==> config.mk <==
export PLATFORM = sky130hd
export DESIGN_NAME = teller_call_unit
export DESIGN_NICKNAME = d
export VERILOG_FILES = /design/src/rtl/teller_call_unit_pkg.sv /design/src/rtl/teller_call_unit_bcd2_counter.sv /design/src/rtl/teller_call_unit.sv
export SDC_FILE = /design/constraint.sdc
export NUM_CORES = 1
export LEC_CHECK = 0
export CORE_MARGIN = 2
export CORE_UTILIZATION = 50
export CTS_CLUSTER_SIZE = 14
export DETAILED_ROUTE_END_ITERATION = 8
export GPL_TIMING_DRIVEN = 0
export PLACE_DENSITY = 0.79
export RECOVER_POWER = 100
export SLEW_MARGIN = 20
export SYNTH_ARGS = -nofsm -noshare
export SYNTH_HDL_FRONTEND = slang
export SYNTH_SLANG_ARGS = --single-unit
==> constraint.sdc <==
create_clock -name clk -period 2.08 [get_ports clk]
set_input_delay 0.312 -clock clk [delete_from_list [all_inputs] [get_ports clk]]
set_output_delay 0.312 -clock clk [all_outputs]
set_load 0.02 [all_outputs]
==> src/rtl/teller_call_unit_pkg.sv <==
// teller_call_unit_pkg: shared state encoding, queue limit, BCD widths and BCD helpers
package teller_call_unit_pkg;
    typedef enum logic [1:0] {IDLE = 2'd0, PEND = 2'd1, CALL = 2'd2, SERVE = 2'd3} state_t;
    localparam logic [2:0] QUEUE_MAX = 3'd7;
    localparam int DIGIT_W = 4;
    localparam int BCD_W = 2 * DIGIT_W;
    function automatic logic [BCD_W-1:0] bcd2_inc(input logic [BCD_W-1:0] v, input logic sat);
        if (v == 8'h99) return sat ? v : '0;
        return (v[DIGIT_W-1:0] == 4'd9) ? {v[BCD_W-1:DIGIT_W] + 4'd1, 4'd0}
                                        : {v[BCD_W-1:DIGIT_W], v[DIGIT_W-1:0] + 4'd1};
    endfunction
    function automatic logic [BCD_W-1:0] to_bcd2(input int v);
        return {4'(v / 10), 4'(v % 10)};
    endfunction
endpackage

==> src/rtl/teller_call_unit_bcd2_counter.sv <==
// bcd2_counter: 2-digit BCD up-counter, wraps 99->00 or holds at 99 when SATURATE
//   clk, reset : clock, asynchronous active-high reset
//   inc_i      : advance by one
//   clr_i      : synchronous clear, wins over inc_i
//   q_o        : {tens, units}
module bcd2_counter
    import teller_call_unit_pkg::*;
#(
    parameter bit SATURATE = 1'b0
) (
    input  logic             clk,
    input  logic             reset,
    input  logic             inc_i,
    input  logic             clr_i,
    output logic [BCD_W-1:0] q_o
);
    always_ff @(posedge clk or posedge reset) begin
        if (reset) q_o <= '0;
        else if (clr_i) q_o <= '0;
        else if (inc_i) q_o <= bcd2_inc(q_o, SATURATE);
    end
endmodule

==> src/rtl/teller_call_unit.sv <==
// teller_call_unit: teller-side queue consumer (dequeue pulse, ticket/serving numbers, call lamp, service timer)
//   clk, reset  : 100 Hz clock, asynchronous active-high reset
//   in_pulse    : customer-entry pulse (queue's in)
//   next_btn    : teller call-next pulse
//   done_btn    : teller service-done / no-show pulse
//   pcount      : queue occupancy 0..7
//   out_pulse   : one-cycle dequeue request to the queue
//   ticket_bcd  : last ticket issued, BCD
//   serving_bcd : ticket being served, BCD
//   call_lamp   : high during CALL
//   busy        : high during CALL or SERVE
//   svc_bcd     : elapsed service seconds, BCD, saturating at 99
//   overtime    : SERVE with svc_bcd >= MAX_SVC_SECS
module teller_call_unit
    import teller_call_unit_pkg::*;
#(
    parameter int TICKS_PER_SEC = 100,
    parameter int CALL_SECS     = 3,
    parameter int MAX_SVC_SECS  = 10
) (
    input  logic             clk,
    input  logic             reset,
    input  logic             in_pulse,
    input  logic             next_btn,
    input  logic             done_btn,
    input  logic [2:0]       pcount,
    output logic             out_pulse,
    output logic [BCD_W-1:0] ticket_bcd,
    output logic [BCD_W-1:0] serving_bcd,
    output logic             call_lamp,
    output logic             busy,
    output logic [BCD_W-1:0] svc_bcd,
    output logic             overtime
);
    localparam int CALL_CYC = CALL_SECS * TICKS_PER_SEC;
    localparam int CW = $clog2(CALL_CYC + 1);
    localparam int PW = $clog2(TICKS_PER_SEC + 1);
    localparam logic [CW-1:0] CALL_LAST = CW'(CALL_CYC - 1);
    localparam logic [PW-1:0] PRE_LAST = PW'(TICKS_PER_SEC - 1);
    localparam logic [BCD_W-1:0] MAX_BCD = to_bcd2(MAX_SVC_SECS);

    state_t        state_q;
    logic          out_pulse_q;
    logic [CW-1:0] call_cnt_q;
    logic [PW-1:0] presc_q;
    logic          nonempty, pop, wrap, svc_inc, ticket_inc;

    // A pop issued together with a push would be swallowed by the queue, so pop waits for a quiet in_pulse.
    always_comb begin
        nonempty   = pcount != 3'd0;
        pop        = !in_pulse && nonempty && ((state_q == IDLE && next_btn) || state_q == PEND);
        wrap       = state_q == SERVE && presc_q == PRE_LAST;
        svc_inc    = wrap && !done_btn;
        ticket_inc = in_pulse && pcount != QUEUE_MAX;
    end

    always_ff @(posedge clk or posedge reset) begin
        if (reset) begin
            state_q     <= IDLE;
            out_pulse_q <= 1'b0;
            call_cnt_q  <= '0;
            presc_q     <= '0;
        end else begin
            out_pulse_q <= pop;
            unique case (state_q)
                IDLE:  if (next_btn && nonempty) state_q <= in_pulse ? PEND : CALL;
                PEND:  if (!in_pulse) state_q <= nonempty ? CALL : IDLE;
                CALL: begin
                    call_cnt_q <= call_cnt_q + 1'b1;
                    if (done_btn) state_q <= IDLE;
                    else if (call_cnt_q == CALL_LAST) state_q <= SERVE;
                end
                SERVE: begin
                    presc_q <= wrap ? '0 : presc_q + 1'b1;
                    if (done_btn) state_q <= IDLE;
                end
            endcase
            if (pop) begin
                call_cnt_q <= '0;
                presc_q    <= '0;
            end
        end
    end

    assign out_pulse = out_pulse_q;
    assign call_lamp = state_q == CALL;
    assign busy      = state_q == CALL || state_q == SERVE;
    assign overtime  = state_q == SERVE && svc_bcd >= MAX_BCD;

    bcd2_counter #(.SATURATE(1'b0)) u_ticket (
        .clk(clk), .reset(reset), .inc_i(ticket_inc), .clr_i(1'b0), .q_o(ticket_bcd)
    );
    bcd2_counter #(.SATURATE(1'b0)) u_serving (
        .clk(clk), .reset(reset), .inc_i(pop), .clr_i(1'b0), .q_o(serving_bcd)
    );
    bcd2_counter #(.SATURATE(1'b1)) u_svc (
        .clk(clk), .reset(reset), .inc_i(svc_inc), .clr_i(pop), .q_o(svc_bcd)
    );
endmodule

Word-level counts from Yosys, hierarchy flattened
Cells that the tools add are included.
{"block": "op_classes", "n_reduce_logical": 25, "mux": 30, "eq_ne": 17, "addsub": 8, "order_cmp": 1}
{"op": "8-bit two-way mux", "count": 10}
{"op": "4-bit by 1-bit adder with 4-bit output (second input constant)", "count": 6}
{"op": "8-bit equality test (second input constant)", "count": 3}
{"op": "7-bit two-way mux", "count": 3}
{"op": "9-bit two-way mux", "count": 2}
{"op": "2-bit two-way mux", "count": 7}
{"op": "4-bit equality test (second input constant)", "count": 3}
{"op": "2-bit nonzero test", "count": 5}
{"op": "9-bit by 1-bit adder with 9-bit output (second input constant)", "count": 1}
{"op": "9-bit equality test (second input constant)", "count": 1}
{"op": "8-bit by 5-bit >= comparator with 1-bit output (second input constant)", "count": 1}
{"op": "1-bit logical AND", "count": 8}
{"op": "2-bit case mux with 4 select lines", "count": 1}
{"op": "7-bit by 1-bit adder with 7-bit output (second input constant)", "count": 1}
{"op": "7-bit equality test (second input constant)", "count": 1}
{"op": "1-bit two-way mux", "count": 7}
{"op": "3-bit inequality test (second input constant)", "count": 2}
{"op": "2-bit AND reduction", "count": 3}
{"op": "3-bit nonzero test", "count": 2}
{"op": "2-bit equality test (second input constant)", "count": 2}
{"op": "2-bit inequality test (second input constant)", "count": 2}
{"op": "4-bit AND reduction", "count": 1}
{"op": "3-bit by 2-bit inequality test with 1-bit output (second input constant)", "count": 1}
{"op": "3-bit AND reduction", "count": 1}
{"op": "5 further kinds", "count": 7}
{"block": "word_totals", "regBits": 43, "inputBits": 8, "out_inout_bits": 28}

Logic depth before layout (Yosys ltp)
Gate-level depths: netlist (run 1).
{"block": "depth", "word_depth": 8, "depth_mapped": 7, "mapped_depth_nobuf": 6}

Modules after synthesis
A second synthesis (run 1) with hierarchy kept.
{"block": "unflattened", "hier_cells": 266, "hier_area_um2": 2553.7}
{"module": "teller_call_unit", "n_inst": 1, "cells_per_inst": 110, "area_each_um2": 1064.8}
{"module": "bcd2_counter at u_serving ...", "n_inst": 2, "cells_per_inst": 52, "area_each_um2": 486.7}
{"module": "bcd2_counter at u_svc", "n_inst": 1, "cells_per_inst": 52, "area_each_um2": 515.5}

Worst setup path before layout (run 1)
No wires, ideal clock.
{"block": "synth_timing", "path_type": "register -> register", "startpoint": "register u_ticket.q_o[0]", "endpoint": "register u_ticket.q_o[7]", "arrival_time_ns": 1.816, "setup_slack_ns": 0.194, "path_stages_with_launch": 6, "path_cell_list": "dfrtp_1 ha_1 and3b_1 nand3_1 or4b_2 nand3_1"}
{"block": "synth_via", "elab_chain_len": 5}
{"element": "from (decl)", "line": "teller_call_unit_bcd2_counter.sv:15", "rtl": "output logic [BCD_W-1:0] q_o"}
{"element": "from (signal assigned)", "line": "teller_call_unit_bcd2_counter.sv:20", "rtl": "else if (inc_i) q_o <= bcd2_inc(q_o, SATURATE);"}
{"element": "8-bit equality test", "line": "teller_call_unit_pkg.sv:8", "rtl": "if (v == 8'h99) return sat ? v : '0;"}
{"element": "1-bit two-way mux", "line": "teller_call_unit_pkg.sv:8"}
{"element": "1-bit two-way mux", "line": "teller_call_unit_bcd2_counter.sv:20"}
{"element": "2-bit nonzero test (no line)"}
{"element": "2-bit AND reduction (no line)"}
Parallel ways exist; a longest one is shown, timed or not. The select of a mux whose other input is x is not followed.
A chain may end at the register's enable or synchronous reset.

Worst setup path in the final report (run 1)
{"block": "layout_timing", "startpoint": "input in_pulse", "endpoint": "register u_svc.q_o[0]"}
{"block": "layout_via", "elab_chain_len": 5}
{"element": "from (decl)", "line": "teller_call_unit.sv:23", "rtl": "input logic in_pulse,"}
{"element": "1-bit zero test (*)"}
{"element": "1-bit logical AND (*) (2 in series)", "line": "teller_call_unit.sv:51", "rtl": "pop = !in_pulse && nonempty && ((state_q == IDLE && next_btn) || state_q == PEND);"}
{"element": "3-bit inequality test (no line) or 2-bit nonzero test (tied branches)"}
{"element": "2-bit AND reduction (no line)"}
{"element": "to (signal assigned)", "line": "teller_call_unit_bcd2_counter.sv:20"}
{"element": "to (decl)", "line": "teller_call_unit_bcd2_counter.sv:15"}
Mark *: on every way between the ends. The rest lies on a longest branch, timed or not.

==> flow_summary_export.csv, run 1 <==
group,metric,value,unit
timing,period_minus_slack,2.03,ns
setup_path,reg2reg_from,"u_ticket.q_o[1]",
timing,timing.hold.ws,0.513,ns
global_route,grt_start_max_net_pins,28,
clock_tree,hold_buffers,0,
setup_path,slowest_stage,"clkdlybuf4s50_1",
route,drt-total-wl,4.88,mm
power_and_ir_drop,ir_worst_vdd,598,µV
run,maxCapViolCount,0,
global_route,grt_pass1_wl,8.46,mm
setup_path,cp-startpoint,"in_pulse",
global_route,grt.total_usage,19.9,%
timing,max-slew-margin-rel,56.6,%
timing,period_share,97.8,%
setup_path,cpPeakStageDelay,0.49,ns
route,wire_per_inst,13.3,µm
timing,rsz0062_at_grt,"yes",
synth,netlist.top_cell.by_area,"dfrtp_1",
power_and_ir_drop,leakage,0.00130,µW
power_and_ir_drop,p_sw,998,µW
synth,synth_area,0.00245,mm²
min_path,hp-class,"in2async",
route,vias,1974,
synth,netlist_top_cells_area,"dfrtp_1, ha_1, nand2_1, nor2_1, xnor2_1",
setup_path,required,2.26,ns
final_layout,fin_cells,366,
timing,tns,0,ns
setup_path,path_max_fanout,10,
setup_path,path_cells,"clkdlybuf4s50_1 -> or2_2 -> or3_1 -> clkbuf_1 -> buf_2 -> a31o_2",
power_and_ir_drop,p_seq_share,45.1,%
setup_path,cp_top_family,"buffers and inverters",
global_route,overflow,0,
power_and_ir_drop,clkPwrFrac,19.6,%
synth,ys_warn_count,0,
clock_tree,path_clk_slew,0.09,ns
die,core_area,0.00472,mm²
global_route,grt_pass1_vias,1865,
die,die_h,74.0,µm
setup_path,cp-end-kind,"register",
final_layout,antennaDiodeCount,0,
final_layout,postLayoutCellArea,0.00300,mm²
power_and_ir_drop,power_frac_comb,35.3,%
placement,dp_hpwl,3.54,mm
run_status,status,"completed",
timing,clock_skew,0.0116,ns
clock_tree,cts_buffer_depth,2,
route,route.detailed.drc,0,
synth,synthDistinctLibCells,44,
synth,syn_nets,279,
clock_tree,cts_buffers,5,
final_layout,fillCellCount,396,
power_and_ir_drop,p_per_area,894,mW/mm²
die,dieArea,0.00548,mm²
placement,dp_cells,358,
setup_path,path_class,"in2reg",
setup_path,arrival,2.21,ns
clock_tree,cts_tree,"built",
synth,ys_ff_latch,43,
setup_path,start_kind,"primary input",
placement,io_buffers,35,
setup_path,cp.buffers_inverters,3,
clock_tree,clkLatencyLatePin,0.30,ns
die,ios,36,
power_and_ir_drop,p_int,1680,µW
timing,tightestPinTransition,0.650,ns
final_layout,fin_nets,322,
synth,ys_seq_area_share,43.9,%
placement,placed_cell_area,0.00290,mm²
timing,fmax,492,MHz
die,die_width,74.0,µm
timing,slew_violations,0,
final_layout,drive_gt1_share,11.0,%
power_and_ir_drop,fin_total_pwr,2680,µW
synth,syn_avg_cell_area,9.61,µm²
clock_tree,h-tree-depth,2,
clock_tree,cts_sinks,43,
placement,gp_congestion,0.835,
synth,synth_top_area_share,43.9,%
route,drt_first_pass_iters,4,
route,final_antenna_net_count,0,
die,initial_core_util,51.9,%
route,first_iter_violations,148,
timing,hold_viol,0,
die,fp-row-count,25,
power_and_ir_drop,swShare,37.2,%
final_layout,areaGrowthSynthToFinish,22.4,%
synth,netlist_instances,255,
global_route,antenna_found_initial,0,
timing,setup_viol,0,
clock_tree,root_buffer,"clkbuf_8",
route,drt-vias-per-instance,5.39,
cells by family after synthesis:
| kind of cell | share of synthesized area [%] |
|---|---|
| buffers and inverters | 2.96 |
| adders and majority gates | 8.17 |
| xor gates and xnor gates | 3.58 |
| DFF | 43.9 |
| muxes | 4.34 |
| and+or+nand+nor | 27.7 |
| AOI/OAI and AO/OA | 9.35 |
layer usage:
metal	track usage, %	up-vias	wire length, µm
met3	5.83	6	199
met1	26.3	944	2260
met4	6.46	0	48
met5	0	-	0
li1	-	989	-
met2	31.4	35	2370
layout make-up:
type                            count  area, µm²  share of cell area, %
Multi-Input combinational cell    194       1320                   44.1
Timing Repair Buffer               36        353                   11.8
Sequential cell                    43       1080                   35.9
Buffer                              7       35.0                   1.17
Clock buffer                        6       72.6                   2.42
Tap cell                           67       83.8                   2.80
Inverter                           11       43.8                   1.46
Clock inverter                      2       12.5                  0.417
synthesized netlist by cell type:
cell type and count:
and2_1 3, a31oi_1 1, nor2_1 25, nand2b_1 3, nand4_1 3, nand2_1 28, a21o_1 3, nand3b_1 2
a21oi_1 14, nand4bb_1 1, or2_2 3, clkbuf_1 3, nor4_1 3, and3b_1 3, xor2_1 1, mux2_2 5
nand3_1 12, or4b_2 2, xnor2_1 9, nor4b_1 3, nand4bb_4 1, buf_2 4, nor3_1 9, inv_1 10
ha_1 16, or4_1 1, o31ai_1 2, nand4b_1 2, nor4_4 1, or3_1 6, o21ai_0 9, a221o_1 1
o41ai_1 1, mux2i_1 5, inv_2 1, o32ai_1 3, o22ai_1 1, nor2b_1 3, dfrtp_1 43, a31o_2 1
a32o_1 1, nor3b_1 3, and3_1 3, nor3_2 1
cell usage in the layout (no fill, tap or decap), drive strengths merged, types with 2 or more instances in the layout:
master         instances
a21o                   3
a21oi                 14
and2                   3
and3                   3
and3b                  3
buf                    5
clkbuf                 9
clkdlybuf4s50         17
dfrtp                 43
dlygate4sd2            2
dlygate4sd3           16
ha                    16
inv                   11
mux2                   5
mux2i                  5
nand2                 28
nand2b                 3
nand3                 12
nand3b                 2
nand4                  3
nand4b                 2
nand4bb                2
nor2                  25
nor2b                  3
nor3                  10
nor3b                  3
nor4                   4
nor4b                  3
o21ai                  9
o31ai                  2
o32ai                  3
or2                    3
or3                    6
or4b                   2
xnor2                  9
flip-flops by register name, indices dropped and copies added (netlist names):
register,flops
out_pulse,1
call_cnt_q,9
u_ticket.q_o,8
presc_q,7
u_svc.q_o,8
state_q,2
u_serving.q_o,8
through the flow:
stage	util, %	setup slack (ns)
2_1_floorplan	-	0.194
4_1_cts	63.4	0.0287
3_5_place_dp	61.5	-0.335
3_3_place_gp	61.1	-0.298
5_1_grt	63.5	-0.00694
6_report	63.5	0.0459
power groups by stage:
stage / clock network [µW] / logic, µW / registers, µW
floorplan: 0 / 458 / 1340
detailed placement: 0 / 984 / 1230
global placement: 0 / 948 / 1220
CTS: 538 / 991 / 1210
global route: 586 / 1070 / 1240
finish: 526 / 948 / 1210
final timing paths:
path | endpoint | slack [ns] | cells after the start
min reg2reg | call_cnt_q[8] | 0.55 | 2
max | u_svc.q_o[0] | 0.05 | 6
min | u_serving.q_o[7] | 0.51 | 2
max reg2reg | u_ticket.q_o[7] | 0.12 | 6
min in group clk | call_cnt_q[8] | 0.55 | 2
max in group asynchronous | u_svc.q_o[4] | 0.51 | 3
worst register-to-register path, cell delays in order (launching register included):
cell     delay, ns
dfrtp_1       0.43
inv_1         0.07
ha_1          0.17
and3b_1       0.24
nand3_1       0.20
or4b_2        0.68
nand3_1       0.11
timing repair:
action | in CTS | in global routing
resized for setup | 6 | 6
endpoints found under the setup margin | 13 | 12
setup buffers | 0 | 0
Power figures use the tool's default switching activity.
==> run 2: changes to the inputs <==
Settings changed: ABC_CLOCK_PERIOD_IN_PS set to 2080, CTS_CLUSTER_SIZE 14 to unset.
==> results of run 2 <==
The final DEF is identical to that of run 1; final timing and power are the same.
